## src/rtl/pwm_multi_channel_driver.sv

```systemverilog
`default_nettype none
//------------------------------------------------------------------------------
// Module      : pwm_multi_channel_driver
// Description : NUM_CH-channel PWM driver at LEVEL_W-bit resolution. One shared
//               period counter runs either edge-aligned (up) or centre-aligned
//               (up/down). Levels are written into per-channel shadow registers
//               and committed to the active registers only at period boundaries,
//               so no output changes shape mid-period.
//               Optional clock prescaler: define PWM_PRESCALE_EN.
// Revision    : 1.0 - initial parametrised release
//------------------------------------------------------------------------------
module pwm_multi_channel_driver #(
  parameter int NUM_CH  = 8,
  parameter int LEVEL_W = 3,
  parameter int ADDR_W  = 3,
  parameter int ALIGN   = 0
`ifdef PWM_PRESCALE_EN
  ,
  parameter int PRESCALE_W = 8
`endif
) (
  input  logic                  clk,
  input  logic                  reset,
  input  logic                  enable,
  input  logic                  wr_en,
  input  logic [ADDR_W-1:0]     wr_addr,
  input  logic [LEVEL_W-1:0]    wr_level,
`ifdef PWM_PRESCALE_EN
  input  logic [PRESCALE_W-1:0] prescale,
`endif
  output logic [NUM_CH-1:0]     pwm_out,
  output logic                  period_start
);

  // Top of the count range; 2^LEVEL_W-1 is reserved as the "always high" level.
  localparam logic [LEVEL_W-1:0] c_MAX = {{(LEVEL_W-1){1'b1}}, 1'b0};
  localparam logic [LEVEL_W-1:0] c_ONE = {{(LEVEL_W-1){1'b0}}, 1'b1};

  // Counter direction state (only meaningful in centre-aligned mode).
  localparam logic [0:0] c_DIR_UP   = 1'b0;
  localparam logic [0:0] c_DIR_DOWN = 1'b1;

  logic [LEVEL_W-1:0] r_cnt;
  logic [0:0]         r_dir;
  logic [LEVEL_W-1:0] w_cnt_nxt;
  logic [0:0]         w_dir_nxt;
  logic               w_wrap;     // cnt returns to 0 on this edge
  logic               w_commit;   // active <= shadow on this edge
  logic               w_tick;     // cnt is allowed to advance on this edge
  logic               w_first;    // first clk cycle of the current tick slot

`ifdef PWM_PRESCALE_EN
  logic [PRESCALE_W-1:0] r_tick_cnt;

  // Divide clk by prescale+1; held clear while disabled so an enable starts a fresh slot.
  always_ff @(posedge clk) begin
    if (reset || !enable) begin
      r_tick_cnt <= '0;
    end else if (w_tick) begin
      r_tick_cnt <= '0;
    end else begin
      r_tick_cnt <= r_tick_cnt + {{(PRESCALE_W-1){1'b0}}, 1'b1};
    end
  end

  // >= rather than == so a prescale decrease cannot strand the counter above it.
  assign w_tick  = (r_tick_cnt >= prescale);
  assign w_first = (r_tick_cnt == '0);
`else
  assign w_tick  = 1'b1;
  assign w_first = 1'b1;
`endif

  // Period counter and direction state register.
  always_ff @(posedge clk) begin
    if (reset) begin
      r_cnt <= '0;
      r_dir <= c_DIR_UP;
    end else begin
      r_cnt <= w_cnt_nxt;
      r_dir <= w_dir_nxt;
    end
  end

  // Next counter value/direction and detection of the wrap back to 0.
  always_comb begin
    w_cnt_nxt = r_cnt;
    w_dir_nxt = r_dir;
    w_wrap    = 1'b0;
    if (!enable) begin
      w_cnt_nxt = '0;
      w_dir_nxt = c_DIR_UP;
    end else if (w_tick) begin
      if (ALIGN == 0) begin
        if (r_cnt == c_MAX) begin
          w_cnt_nxt = '0;
          w_wrap    = 1'b1;
        end else begin
          w_cnt_nxt = r_cnt + c_ONE;
        end
      end else if (r_dir == c_DIR_UP) begin
        if (r_cnt == c_MAX) begin
          w_cnt_nxt = r_cnt - c_ONE;
          // A range of 0..1 has no down leg: the turn-around is also the wrap.
          if (r_cnt == c_ONE) begin
            w_wrap = 1'b1;
          end else begin
            w_dir_nxt = c_DIR_DOWN;
          end
        end else begin
          w_cnt_nxt = r_cnt + c_ONE;
        end
      end else begin
        w_cnt_nxt = r_cnt - c_ONE;
        if (r_cnt == c_ONE) begin
          w_dir_nxt = c_DIR_UP;
          w_wrap    = 1'b1;
        end
      end
    end
  end

  // While disabled, levels are committed every edge so they take effect at once.
  assign w_commit = ~enable | w_wrap;

  // Period marker: first clk cycle at cnt==0 on the upward leg.
  always_comb begin
    period_start = enable & ~reset & w_first & (r_cnt == '0) &
                   ((ALIGN == 0) || (r_dir == c_DIR_UP));
  end

  genvar k;
  generate
    for (k = 0; k < NUM_CH; k++) begin : g_ch
      logic [LEVEL_W-1:0] r_shadow;
      logic [LEVEL_W-1:0] r_active;
      logic               w_hit;

      // Addresses >= NUM_CH never match any channel, so such writes are dropped.
      assign w_hit = wr_en & (wr_addr == ADDR_W'(k));

      // Shadow capture and boundary commit; a write on a commit edge goes straight through.
      always_ff @(posedge clk) begin
        if (reset) begin
          r_shadow <= '0;
          r_active <= '0;
        end else begin
          if (w_hit) begin
            r_shadow <= wr_level;
          end
          if (w_commit) begin
            r_active <= w_hit ? wr_level : r_shadow;
          end
        end
      end

      assign pwm_out[k] = enable & ~reset & (r_cnt < r_active);
    end
  endgenerate

endmodule
`default_nettype wire

```

## config.mk

```make
export PLATFORM = sky130hd
export DESIGN_NAME = pwm_multi_channel_driver
export DESIGN_NICKNAME = d
export VERILOG_FILES = /design/src/rtl/pwm_multi_channel_driver.sv
export SDC_FILE = /design/constraint.sdc
export NUM_CORES = 1
export LEC_CHECK = 0
export BUFFER_PORTS_ARGS = -buffer_cell sky130_fd_sc_hd__buf_4
export CAP_MARGIN = 10
export CELL_PAD_IN_SITES_DETAIL_PLACEMENT = 0
export CELL_PAD_IN_SITES_GLOBAL_PLACEMENT = 1
export CORE_MARGIN = 4
export CORE_UTILIZATION = 49
export CTS_CLUSTER_SIZE = 30
export DETAILED_ROUTE_END_ITERATION = 6
export GPL_TIMING_DRIVEN = 0
export PLACE_DENSITY_LB_ADDON = 0.05
export SYNTH_ARGS = -nofsm -noshare
export SYNTH_HDL_FRONTEND = slang
export SYNTH_SLANG_ARGS = --single-unit
export TNS_END_PERCENT = 20
```

## constraint.sdc

```tcl
create_clock -name clk -period 3 [get_ports clk]
set_clock_uncertainty 0.2 [all_clocks]
set_input_delay 0.15 -clock clk [delete_from_list [all_inputs] [get_ports clk]]
set_output_delay 0.15 -clock clk [all_outputs]
set_load 0.01 [all_outputs]
```

== Yosys cells after proc, flatten, opt, wreduce, memory -nomap -nowiden ==
Index checks and enable logic that the tools add are counted.
Operators by class
  $add $sub $neg: 1
  $mul: 0
  div/mod/pow operators: 0
  $lt $le $gt $ge: 8
  eq/ne operators: 8
  shift operators: 0
  multiplexer cells: 10
  bitwise operators: 21
  reduce and logical (&&, ||, !) cells: 3
Operator list (number)
  less-than comparator 3 bit: 8
  two-way mux 3 bit: 8
  AND 1 bit: 18
  == test 3 bit (second input constant): 5
  == test 3 x 2 -> 1 bit (second input constant): 2
  zero test 3 bit: 2
  adder 3 x 1 -> 3 bit (second input constant): 1
  == test 3 x 1 -> 1 bit (second input constant): 1
  OR reduction 3 bit: 1
  two-way mux 1 bit: 2
  NOT 1 bit: 2
  bitwise OR 1 bit: 1
Storage, ports and cells
  bits in registers: 51
  latch bits: 0
  bits in writable memories: 0
  bits in read-only memories: 0
  output and inout port bits: 9
  memories kept: 0

== Longest topological paths before layout ==
Gate-level depths: netlist (run 1).
  depth after elaboration: 4
  gate-level depth with buffers: 8
  gate-level depth less buffers: 5

== Least setup slack after synthesis (run 1) ==
No wires, ideal clock.
  path kind: register to register
  start point: reg r_cnt[0]
  end point: reg g_ch[0].r_active[2]
  setup time: 0.086 ns
  arrival: 1.464 ns
  data required time: 2.714 ns
  setup slack: 1.250 ns
  cell stages (with the launch flop): 8
  buffers on the path: 3
  period minus slack after synthesis: 1.750 ns
  cells stage by stage: dfxtp_1 -> clkbuf_1 -> inv_1 -> ha_1 -> a21bo_2 -> clkbuf_1 -> clkbuf_1 -> a211oi_1
On the way
  longest elaborated chain between the ends: 4
Ends and longest elaborated chain
  start: declaration: line 43  | logic [LEVEL_W-1:0] r_cnt;
  start signal: assignment: line 80  | r_cnt <= w_cnt_nxt;
  == test 3 bit
  two-way mux 1 bit: line 95  | if (r_cnt == c_MAX) begin
  two-way mux 1 bit: line 90  | if (!enable) begin
  bitwise OR 1 bit: line 124  | assign w_commit = ~enable | w_wrap;
  end signal: assignment: line 152  | r_active <= w_hit ? wr_level : r_shadow;
  end: declaration: line 136  | logic [LEVEL_W-1:0] r_active;
No other way between the ends.
A chain may end at the register's enable or synchronous reset.

== Worst setup path after layout (run 1) ==
  start point: reg r_cnt[1]
  end point: out pwm_out[6]
On the way
  longest elaborated chain between the ends: 2
Ends and longest elaborated chain
  less-than comparator 3 bit: line 157  | assign pwm_out[k] = enable & ~reset & (r_cnt < r_active);
  AND 1 bit: line 157
  end: declaration: line 31  | output logic [NUM_CH-1:0] pwm_out,
No other way between the ends.

==> results of run 1 <==
==> area by class of cell <==
type / instances / area share, %
plain buffers: 17 / 2.758
well taps: 52 / 2.516
flip-flops and latches: 51 / 39.48
multi-input cells: 154 / 44.70
inverters: 18 / 2.612
repair buffers: 14 / 4.064
clock buffers: 8 / 3.870
==> critical path, stage by stage, from the launching register on <==
cell and delay (ns):
sky130_fd_sc_hd__dfxtp_1 0.67, sky130_fd_sc_hd__ha_1 0.33, sky130_fd_sc_hd__a21o_1 0.16, sky130_fd_sc_hd__a211oi_1 0.26, sky130_fd_sc_hd__buf_4 0.17
==> logic make-up (layout without fill, tap and decap cells) <==
logic type	after synthesis	count (layout)	synth area share, %
simple gates	69	69	15.50
flops	51	51	44.08
compound gates	41	41	13.40
buf+inv	35	57	5.997
mux	24	24	10.37
fa+ha+maj	19	19	10.26
xor+xnor	1	1	0.3782
==> synthesized netlist by cell type, types with 2 or more instances <==
cell type and count:
sky130_fd_sc_hd__a211oi_1 32, sky130_fd_sc_hd__a21o_1 8, sky130_fd_sc_hd__and4bb_2 2, sky130_fd_sc_hd__buf_2 6, sky130_fd_sc_hd__clkbuf_1 11, sky130_fd_sc_hd__dfxtp_1 51
sky130_fd_sc_hd__ha_1 19, sky130_fd_sc_hd__inv_1 18, sky130_fd_sc_hd__mux2i_1 24, sky130_fd_sc_hd__nand2b_1 9, sky130_fd_sc_hd__nand4b_1 3, sky130_fd_sc_hd__nor2_1 48
sky130_fd_sc_hd__nor3_1 2, sky130_fd_sc_hd__nor3b_1 2
==> per-layer routing <==
layer	routed length, um	GRT usage (%)
met1	2576	25.58
met2	1981	23.61
met3	165	3.279
met4	36	4.891
met5	0	0
==> worst min path at each step <==
stage | startpoint | end | slack, ns | depth (start not counted)
floorplan | wr_addr[2] | g_ch[0].r_shadow[0]$_SDFF_PP0_ | 0.21 | 3
global placement | g_ch[3].r_shadow[0]$_SDFF_PP0_ | g_ch[3].r_shadow[0]$_SDFF_PP0_ | 0.28 | 2
detailed placement | g_ch[3].r_shadow[0]$_SDFF_PP0_ | g_ch[3].r_shadow[0]$_SDFF_PP0_ | 0.29 | 2
CTS | reset | r_cnt[2]$_SDFF_PP0_ | 0.03 | 2
global route | reset | r_cnt[2]$_SDFF_PP0_ | 0.04 | 2
finish | reset | r_cnt[2]$_SDFF_PP0_ | 0.03 | 2
==> registers in the layout (all words and copies together) (netlist names) <==
name and count:
g_ch.r_active 24, r_cnt 3, g_ch.r_shadow 24
==> power breakdown <==
group | internal (mW) | leakage, nW | switching (mW)
Clock | 0.211 | 0.0515 | 0.218
Combinational | 0.0662 | 0.632 | 0.0857
Sequential | 0.702 | 0.417 | 0.0132
Total | 0.979 | 1.10 | 0.317
==> through the flow <==
step / instances / setup slack [ns] / power (mW) / instance area (sq um) / hold slack (ns)
finish: 314 / 0.7709 / 1.296 / 2586 / 0.03164
global route: 314 / 0.5781 / 1.360 / 2586 / 0.03619
CTS: 314 / 0.7287 / 1.309 / 2586 / 0.02713
detailed placement: 306 / 0.7632 / 0.8853 / 2486 / 0.2856
global placement: 306 / 0.8074 / 0.8824 / 2486 / 0.2780
floorplan: 240 / 1.250 / 0.8321 / 2316 / 0.2090
==> results.txt, run 1 <==
----------------------------------------------------
[Status]
  Outcome ... complete, no violations

[Timing]
  Highest attainable clock frequency ... roughly 0.45 GHz
  Time the final worst path needs with I/O delays and setup ... around 2.2 ns
  Max Transition Viols Final ... 0
  Final TNS setup ... 0 ns
  RSZ-0062 raised after global routing ... no
  Relative max-transition margin ... 64.31%
  Final number of hold-violating endpoints ... 0
  Least-Margin Pin Slew ... 0.5346 ns
  Setup violations, final ... 0
  Final period utilization ... between 70% and 80%

[Power and ir drop]
  Worst supply voltage drop on vdd ... around 370 uV
  Reported leakage power ... roughly 1.1 nW
  PD cells ... roughly 500 nW/um^2

[Synthesis]
  Top cells by area in the synthesized netlist ... sky130_fd_sc_hd__dfxtp_1 (44%), sky130_fd_sc_hd__mux2i_1 (10%), sky130_fd_sc_hd__a211oi_1 (10%)
  Yosys cell types ... 19
  Post-Synthesis Mean Instance Area ... ~9.6 sq um
  Register bit total from synthesis ... 51
  Synthesized Nets ... 269
  Number of enable flip-flop cells after synthesis ... 0
  Fraction of registers with async set or reset after synthesis ... 0%
  Post-synthesis cell area ... ~2300 sq um
  Primary flip-flop cell chosen by synthesis mapping ... sky130_fd_sc_hd__dfxtp_1
  Cells after Synth ... 240
  Share of the yosys chip area belonging to registers ... between 40% and 50%
  Biggest area consumer among synthesized cells ... sky130_fd_sc_hd__dfxtp_1
  Ys Warns ... 0
  Area share of the largest cell type after synthesis ... between 40% and 50%

[Detailed routing]
  Mean routed wirelength per cell ... approximately 15 um
  Detailed-route via count ... around 1,700
  Starting DRC count in detailed routing ... between 80 and 90
  Remaining number of nets flagged by the antenna check after routing ... 0
  Via density per instance ... 5.331
  Number of DRC violations after detailed routing ... 0
  Final WL ... ~4.8 mm
  DRT Pass-1 Iters ... 4

[CTS]
  Clock buffer count from CTS ... 5
  Buffer cell driving the clock tree root ... sky130_fd_sc_hd__clkbuf_8
  Latest clock arrival within the worst-skew pair ... 0.30 ns
  Clk sinks ... between 50 and 60
  Setup fix buffers added after clock tree synthesis ... 0
  Maximum buffer depth of the clock tree ... 2
  Hold buffers post-CTS ... 0
  Number of instances resized during post-cts repair ... 0
  H-tree levels ... 2
  Clock tree from TritonCTS ... yes
  Clk slew on worst S/H paths ... 0.09 ns

[Global routing]
  Number of global-route vias before repair ... ~1,500
  Number of antenna violations at the first check in global routing ... 0
  Maximum number of pins on one net before global-route repair ... 15
  Total Routing Usage GR ... 16.78%
  Global-route wire length before repair ... ~7.8 mm
  Overflow after GRT ... 0

[Worst setup path]
  Required @ worst endpoint ... 2.65 ns
  Setup slack of the most critical reg-to-reg path ... about 0.79 ns
  Crit Path Class ... flip-flop to output pin
  Destination of the critical timing path ... pwm_out[6]
  CP endpoint kind ... output pin
  Reg2reg path depth ... 7
  Arrival time of the worst setup path ... approximately 1.9 ns
  Launching point of the worst reg2reg path ... r_cnt[0]$_SDFF_PP0_
  R2r endpoint ... g_ch[5].r_active[1]$_SDFFE_PP0P_
  Worst-path maximum fanout ... 11
  Launch point of the critical path ... r_cnt[1]$_SDFF_PP0_
  CP startpoint kind ... flip-flop

[Floorplan]
  Area of the core ... about 4500 sq um
  Horizontal extent of the die ... 76.75 um
  Num ports ... 19
  Initial Utilization ... between 50% and 60%
  Floorplan die height ... between 70 and 80 um
  Die outline area ... just under 6000 sq um
  Placement Rows ... 24

[Finish]
  Ratio of cells with drive above 1 in the final layout ... 12.21%
  Area added between synthesis and finish ... 11.67%
  Commonest cells after routing, fill and taps aside ... sky130_fd_sc_hd__dfxtp_1 (51), sky130_fd_sc_hd__nor2_1 (48), sky130_fd_sc_hd__a211oi_1 (32)
  Fill cell instance count of the final layout ... between 400 and 500
  Storage element area ... a little over 1000 sq um
  Number of antenna repair diodes ... 0
  Combined area of the multi-input logic cells ... around 1200 sq um
  Number of nets in the layout ... 290
  Most common cell after layout, fill and taps aside ... sky130_fd_sc_hd__dfxtp_1
  Final design utilization ... approximately 58%

[Worst hold path]
  Class of the most critical hold timing path ... input pin to flip-flop

[Run]
  Number of violations of the max-capacitance limit ... 0

[Placed design]
  GPL Wtd Cong ... just over 0.7
  Sum of net half-perimeters after detailed placement ... between 3 and 4 mm
  Total of buffers placed on input and output ports ... 14

----------------------------------------------------
Power figures use the tool's default switching activity.
==> inputs of run 2 (changes only) <==
Settings changed: CORE_UTILIZATION 49 to 41.
Clock period 3 ns to 1.9 ns, I/O delays scaled along.
==> run 2 against run 1 <==
Compared with the run above:
- the run now ends with setup timing left
- register-to-register slack lost 0.64 ns
- worst setup slack lost 0.77 ns
- critical path depth grew 1
- global-route usage shrank 0.69 points
- final cell count grew 7.6%
- non-clock buffer count grew 4
- first-iteration DRC count shrank 22%
- total power grew 75%
- via count grew 0.12%
- core utilization shrank 7.6 points
- sequential power grew 58%
- flip-flop and latch count is the same
- largest power group unchanged
- highest routed layer unchanged
==> results.txt, run 2 (same netlist as run 1, synthesis figures left out) <==
----------------------------------------------------
[Finish]
  Ratio of cells with drive above 1 in the final layout ... ~18%
  Combined area of the multi-input logic cells ... around 1200 sq um
  Largest regs ... g_ch.r_active x24, g_ch.r_shadow x24, r_cnt x3
  Number of antenna repair diodes ... 0
  Storage element area ... between 1000 and 1500 sq um
  Commonest cells after routing, fill and taps aside ... sky130_fd_sc_hd__dfxtp_1 (49), sky130_fd_sc_hd__nor2_1 (48), sky130_fd_sc_hd__a211oi_1 (26)
  Area added between synthesis and finish ... 19.29%
  Number of nets in the layout ... 294
  Fill cell instance count of the final layout ... approximately 550
  Most common cell after layout, fill and taps aside ... sky130_fd_sc_hd__dfxtp_1

[Worst hold path]
  Worst Hold Launch ... wr_level[1]
  Class of the most critical hold timing path ... input pin to flip-flop

[Timing]
  Final number of hold-violating endpoints ... 0
  Min Hold Slack ... 0.01644 ns
  Setup ws final ... -0.0001226 ns
  Time the final worst path needs with I/O delays and setup ... roughly 1.9 ns
  Max Transition Viols Final ... 0
  Relative max-transition margin ... between 50% and 60%
  Highest attainable clock frequency ... roughly 0.53 GHz
  Least-Margin Pin Slew ... between 0.6 and 0.7 ns
  RSZ-0062 raised after global routing ... yes
  Final period utilization ... 100.0%
  Setup violations, final ... 1

[Floorplan]
  Horizontal extent of the die ... 83.16 um
  Initial Utilization ... about 42%
  Floorplan die height ... 83.16 um
  Placement Rows ... 27
  Area of the core ... approximately 5500 sq um
  Die outline area ... around 7000 sq um
  Num ports ... 19

[Global routing]
  Maximum number of pins on one net before global-route repair ... 16
  Global-route wire length before repair ... about 8.8 mm
  Total Routing Usage GR ... between 10% and 20%
  Number of antenna violations at the first check in global routing ... 0
  Number of global-route vias before repair ... 1,603
  Overflow after GRT ... 0

[Run]
  Number of violations of the max-capacitance limit ... 0

[CTS]
  Clk slew on worst S/H paths ... approximately 0.090 ns
  Buffer cell driving the clock tree root ... sky130_fd_sc_hd__clkbuf_8
  Latest clock arrival within the worst-skew pair ... approximately 0.30 ns
  Maximum buffer depth of the clock tree ... 2
  Clock buffer count from CTS ... 5
  Clock tree from TritonCTS ... yes
  H-tree levels ... 2
  Clk sinks ... slightly above 50

[Placed design]
  GPL Wtd Cong ... a little over 0.7
  Sum of net half-perimeters after detailed placement ... between 3 and 4 mm
  Total of buffers placed on input and output ports ... 14

[Status]
  Failing checks ... setup timing
  Outcome ... complete, but fails checks

[Detailed routing]
  Via density per instance ... approximately 5
  DRT Pass-1 Iters ... 4
  Remaining number of nets flagged by the antenna check after routing ... 0
  Starting DRC count in detailed routing ... 64
  Number of DRC violations after detailed routing ... 0
  Detailed-route via count ... roughly 1,700
  Mean routed wirelength per cell ... ~15 um
  Final WL ... 5.162 mm

[Worst setup path]
  Worst path buffer plus inverter count ... 2
  Worst-path maximum fanout ... 5
  Slowest Stage Delay on Critical Path ... between 0.3 and 0.4 ns
  Cell chain of the critical path ... buf_4 -> ha_1 -> a21o_1 -> a211oi_2 -> buf_4
  Required @ worst endpoint ... approximately 1.6 ns
  Cell occurring most often along the worst timing path ... sky130_fd_sc_hd__buf_4
  Cell type of the slowest stage on the worst timing path ... sky130_fd_sc_hd__dfxtp_4
  Launch point of the critical path ... r_cnt[1]$_SDFF_PP0_
  Cell family contributing the most delay on the critical path ... flip-flops
  CP startpoint kind ... flip-flop
  Crit Path Class ... flip-flop to output pin
  Arrival time of the worst setup path ... 1.61 ns
  Launching point of the worst reg2reg path ... r_cnt[0]$_SDFF_PP0_
  CP endpoint kind ... output pin

[Power and ir drop]
  Reported leakage power ... ~1.2 nW
  Power after layout ... ~2.3 mW
  PD cells ... around 820 nW/um^2
  Worst supply voltage drop on vdd ... ~470 uV

----------------------------------------------------
[run 2: changes by cell type in the layout (fill, tap and decap cells not counted), sizes merged]
cell         change
dlygate4sd3      +1
clkbuf           -3
buf              +4
bufinv           +2
[run 2: layer usage]
| metal | track usage, % | up-vias | wire length (um) |
|---|---|---|---|
| li1 | - | 878 | - |
| met1 | 24.69 | 767 | 2822 |
| met2 | 22.30 | 25 | 2120 |
| met3 | 3.671 | 6 | 154 |
| met4 | 4.458 | 0 | 63 |
| met5 | 0 | - | 0 |
[run 2: final cells by class]
type | count | area share (%)
multi-input cells | 154 | 43.84
repair buffers | 19 | 5.389
clock buffers | 6 | 2.627
well taps | 72 | 3.261
flip-flops and latches | 51 | 37.14
inverters | 18 | 2.446
clock inverters | 2 | 2.174
plain buffers | 16 | 3.125
[run 2: per-stage QoR]
stage	TNS (ns)	util [%]	worst slack, ns	area [sq um]	instances
after detailed placement	-8.092	45.60	-0.3437	2511	326
after CTS	-0.1203	49.65	-0.03407	2734	338
after global routing	-0.5665	50.17	-0.1072	2763	338
after floorplan	0	-	0.1502	2316	240
final	-0.0001226	50.17	-0.0001226	2763	338
after global placement	-8.197	45.60	-0.3424	2511	326
[run 2: path summary, 6_finish.rpt]
check                                           to  slack, ns  depth (start not counted)
hold / removal      g_ch[4].r_shadow[1]$_SDFF_PP0_       0.02                          3
hold reg to reg   g_ch[1].r_active[1]$_SDFFE_PP0P_       0.30                          2
setup / recovery                        pwm_out[6]    -0.0001                          5
setup reg to reg  g_ch[2].r_active[2]$_SDFFE_PP0P_       0.15                          7
[run 2: power by group]
| part | switching (mW) | internal [mW] |
|---|---|---|
| combinational | 0.149 | 0.120 |
| clock | 0.352 | 0.526 |
| sequential | 0.0178 | 1.11 |
[run 2: tightest hold or removal path, delay by kind of cell]
family | cells | cell delay [ns]
simple gates | 1 | 0.08
buf+inv | 1 | 0.18
mux | 1 | 0.13
[run 2: repair_timing]
| action | in CTS | in global routing |
|---|---|---|
| setup endpoints to repair | 36 | 35 |
| pin swaps | 7 | 5 |
| hold endpoints to repair | 1 | 0 |
| hold buffers | 1 | 0 |
| buffers inserted | 3 | 1 |
| cloned | 0 | 0 |
| resized for setup | 20 | 2 |
==> inputs of run 3 (changes only) <==
Settings changed: GPL_TIMING_DRIVEN 0 to not set, SETUP_SLACK_MARGIN set to 0.05.
Clock period 1.9 ns to 1.6 ns, I/O delays scaled along.
==> run 3 against run 2 <==
Compared with the run above:
- the flow still finishes with violations (setup timing)
- die area unchanged
- via count down 1.5%
- global-route usage down 1.3 points
- critical path type unchanged
- largest power group unchanged
==> results.txt, run 3 (same netlist as run 1, synthesis figures left out) <==
----------------------------------------------------
[Finish]
  Number of antenna repair diodes ... 0
  Area added between synthesis and finish ... 27.55%
  Ratio of cells with drive above 1 in the final layout ... around 32%
  Final Non-Filler Cells ... roughly 330
  Number of nets in the layout ... between 200 and 300
  Final instance area ... ~3000 sq um
  Largest regs ... g_ch.r_active x24, g_ch.r_shadow x24, r_cnt x3
  Commonest cells after routing, fill and taps aside ... sky130_fd_sc_hd__dfxtp_1 (47), sky130_fd_sc_hd__nor2_1 (33), sky130_fd_sc_hd__mux2i_1 (24)
  Combined area of the multi-input logic cells ... between 1000 and 1500 sq um
  Fill cell instance count of the final layout ... approximately 540
  Final design utilization ... between 50% and 60%
  Storage element area ... ~1000 sq um
  Most common cell after layout, fill and taps aside ... sky130_fd_sc_hd__dfxtp_1

[Floorplan]
  Initial Utilization ... between 40% and 50%
  Num ports ... 19
  Die outline area ... 6915 sq um
  Horizontal extent of the die ... around 83 um
  Area of the core ... 5507 sq um
  Placement Rows ... 27
  Floorplan die height ... between 80 and 90 um

[Placed design]
  Total of buffers placed on input and output ports ... 18
  GPL Wtd Cong ... between 0.6 and 0.7
  Placed inst area ... roughly 2600 sq um
  Sum of net half-perimeters after detailed placement ... 3.230 mm
  Placed Instances ... between 300 and 400

[CTS]
  Clock buffer count from CTS ... 5
  Clk sinks ... 51
  Latest clock arrival within the worst-skew pair ... 0.30 ns
  Buffer cell driving the clock tree root ... sky130_fd_sc_hd__clkbuf_8
  H-tree levels ... 2
  Clock tree from TritonCTS ... yes
  Clk slew on worst S/H paths ... 0.09 ns
  Maximum buffer depth of the clock tree ... 2

[Worst setup path]
  Required @ worst endpoint ... about 1.3 ns
  Reg2reg path depth ... 6
  Crit Path Class ... flip-flop to output pin
  Worst-path maximum fanout ... 5
  Launch point of the critical path ... r_cnt[1]$_SDFF_PP0_
  R2r endpoint ... g_ch[7].r_active[2]$_SDFFE_PP0P_
  Destination of the critical timing path ... pwm_out[1]
  CP endpoint kind ... output pin
  Setup slack of the most critical reg-to-reg path ... -0.11 ns
  Arrival time of the worst setup path ... approximately 1.5 ns
  CP startpoint kind ... flip-flop
  Launching point of the worst reg2reg path ... r_cnt[1]$_SDFF_PP0_

[Timing]
  Final number of hold-violating endpoints ... 0
  Least-Margin Pin Slew ... between 0.5 and 0.6 ns
  Setup ws final ... -0.2124 ns
  RSZ-0062 raised after global routing ... yes
  Setup violations, final ... 34
  Highest attainable clock frequency ... about 0.55 GHz
  Max Transition Viols Final ... 0
  Time the final worst path needs with I/O delays and setup ... around 1.8 ns
  Relative max-transition margin ... just over 60%
  Final period utilization ... 113.3%

[Global routing]
  Overflow after GRT ... 0
  Number of global-route vias before repair ... ~1,500
  Number of antenna violations at the first check in global routing ... 0
  Total Routing Usage GR ... 14.79%
  Maximum number of pins on one net before global-route repair ... 52
  Global-route wire length before repair ... 8.355 mm

[Detailed routing]
  Wire length on met2 ... about 1.9 mm
  Detailed-route via count ... 1,651
  Mean routed wirelength per cell ... 14.49 um
  Starting DRC count in detailed routing ... between 60 and 70
  Sum of routed wire segments on met1 ... 2.739 mm
  Final WL ... 4.838 mm
  Remaining number of nets flagged by the antenna check after routing ... 0
  Highest routed metal layer ... met4
  Via density per instance ... ~5
  Number of DRC violations after detailed routing ... 0
  Amount of wire on met3 after detailed routing ... 185 um
  DRT Pass-1 Iters ... 4

[Power and ir drop]
  Worst supply voltage drop on vdd ... ~400 uV
  Reported leakage power ... roughly 1.2 nW
  PD cells ... 841.8 nW/um^2
  Power after layout ... around 2.5 mW

[Worst hold path]
  Number of instances on the worst hold path ... 4
  Class of the most critical hold timing path ... input pin to flip-flop
  Worst Hold Launch ... wr_addr[2]

[Run]
  Number of violations of the max-capacitance limit ... 0

[Status]
  Outcome ... complete, but fails checks
  Failing checks ... setup timing

----------------------------------------------------
[run 3: cell types whose count changed in the layout (fill, tap and decap cells not counted), sizes merged]
| cell | before | now |
|---|---|---|
| bufinv | 2 | 0 |
| dlygate4sd3 | 1 | 3 |
| buf | 24 | 28 |
| clkbuf | 16 | 8 |
[run 3: repair_timing]
action                                 in CTS  in global routing
setup endpoints to repair                  33                 36
endpoints found under the hold margin      21                  0
pin swaps                                  24                  2
setup buffers                               4                  0
gates resized for setup                    29                 13
hold buffers                                3                  0
[run 3: layout make-up]
cell class	instances	share of cell area (%)
repair buffers	31	9.488
well taps	72	3.050
inverters	18	2.287
flip-flops and latches	51	34.82
multi-input cells	154	46.97
clock buffers	8	3.388
[run 3: worst max-delay path, stage by stage (launching register included)]
cell and delay [ns]:
sky130_fd_sc_hd__dfxtp_4 0.37, sky130_fd_sc_hd__buf_8 0.14, sky130_fd_sc_hd__ha_4 0.23, sky130_fd_sc_hd__a21o_1 0.16
sky130_fd_sc_hd__a211oi_2 0.19, sky130_fd_sc_hd__buf_4 0.15
[run 3: layer usage]
metal | global-route usage [%] | vias to the layer above
li1 | - | 876
met4 | 4.458 | 0
met1 | 24.74 | 747
met2 | 18.08 | 26
met3 | 3.075 | 2
met5 | 0 | -
[run 3: worst min-delay path by stage]
stage / endpoint / slack (ns)
floorplan: g_ch[0].r_shadow[0]$_SDFF_PP0_ / 0.14
global placement: g_ch[7].r_shadow[1]$_SDFF_PP0_ / 0.24
detailed placement: g_ch[6].r_shadow[1]$_SDFF_PP0_ / 0.25
CTS: g_ch[0].r_shadow[0]$_SDFF_PP0_ / 0.03
global route: g_ch[0].r_shadow[0]$_SDFF_PP0_ / 0.06
finish: g_ch[0].r_shadow[0]$_SDFF_PP0_ / 0.06
[run 3: report_power, final]
group / switching [mW] / leakage (nW) / internal, mW / total, mW
sequential: 0.0308 / 0.418 / 1.32 / 1.35
clock: 0.388 / 0.0515 / 0.395 / 0.783
combinational: 0.187 / 0.714 / 0.170 / 0.357
[run 3: metrics by stage]
step | hold slack, ns | TNS (ns) | setup WS (ns)
final | 0.05518 | -3.714 | -0.2124
after global routing | 0.06206 | -6.299 | -0.2992
after CTS | 0.03270 | -3.650 | -0.2172
after detailed placement | 0.2521 | -0.03214 | -0.01782
after global placement | 0.2405 | 0 | 0.03755
after floorplan | 0.1390 | 0 | 0.02223
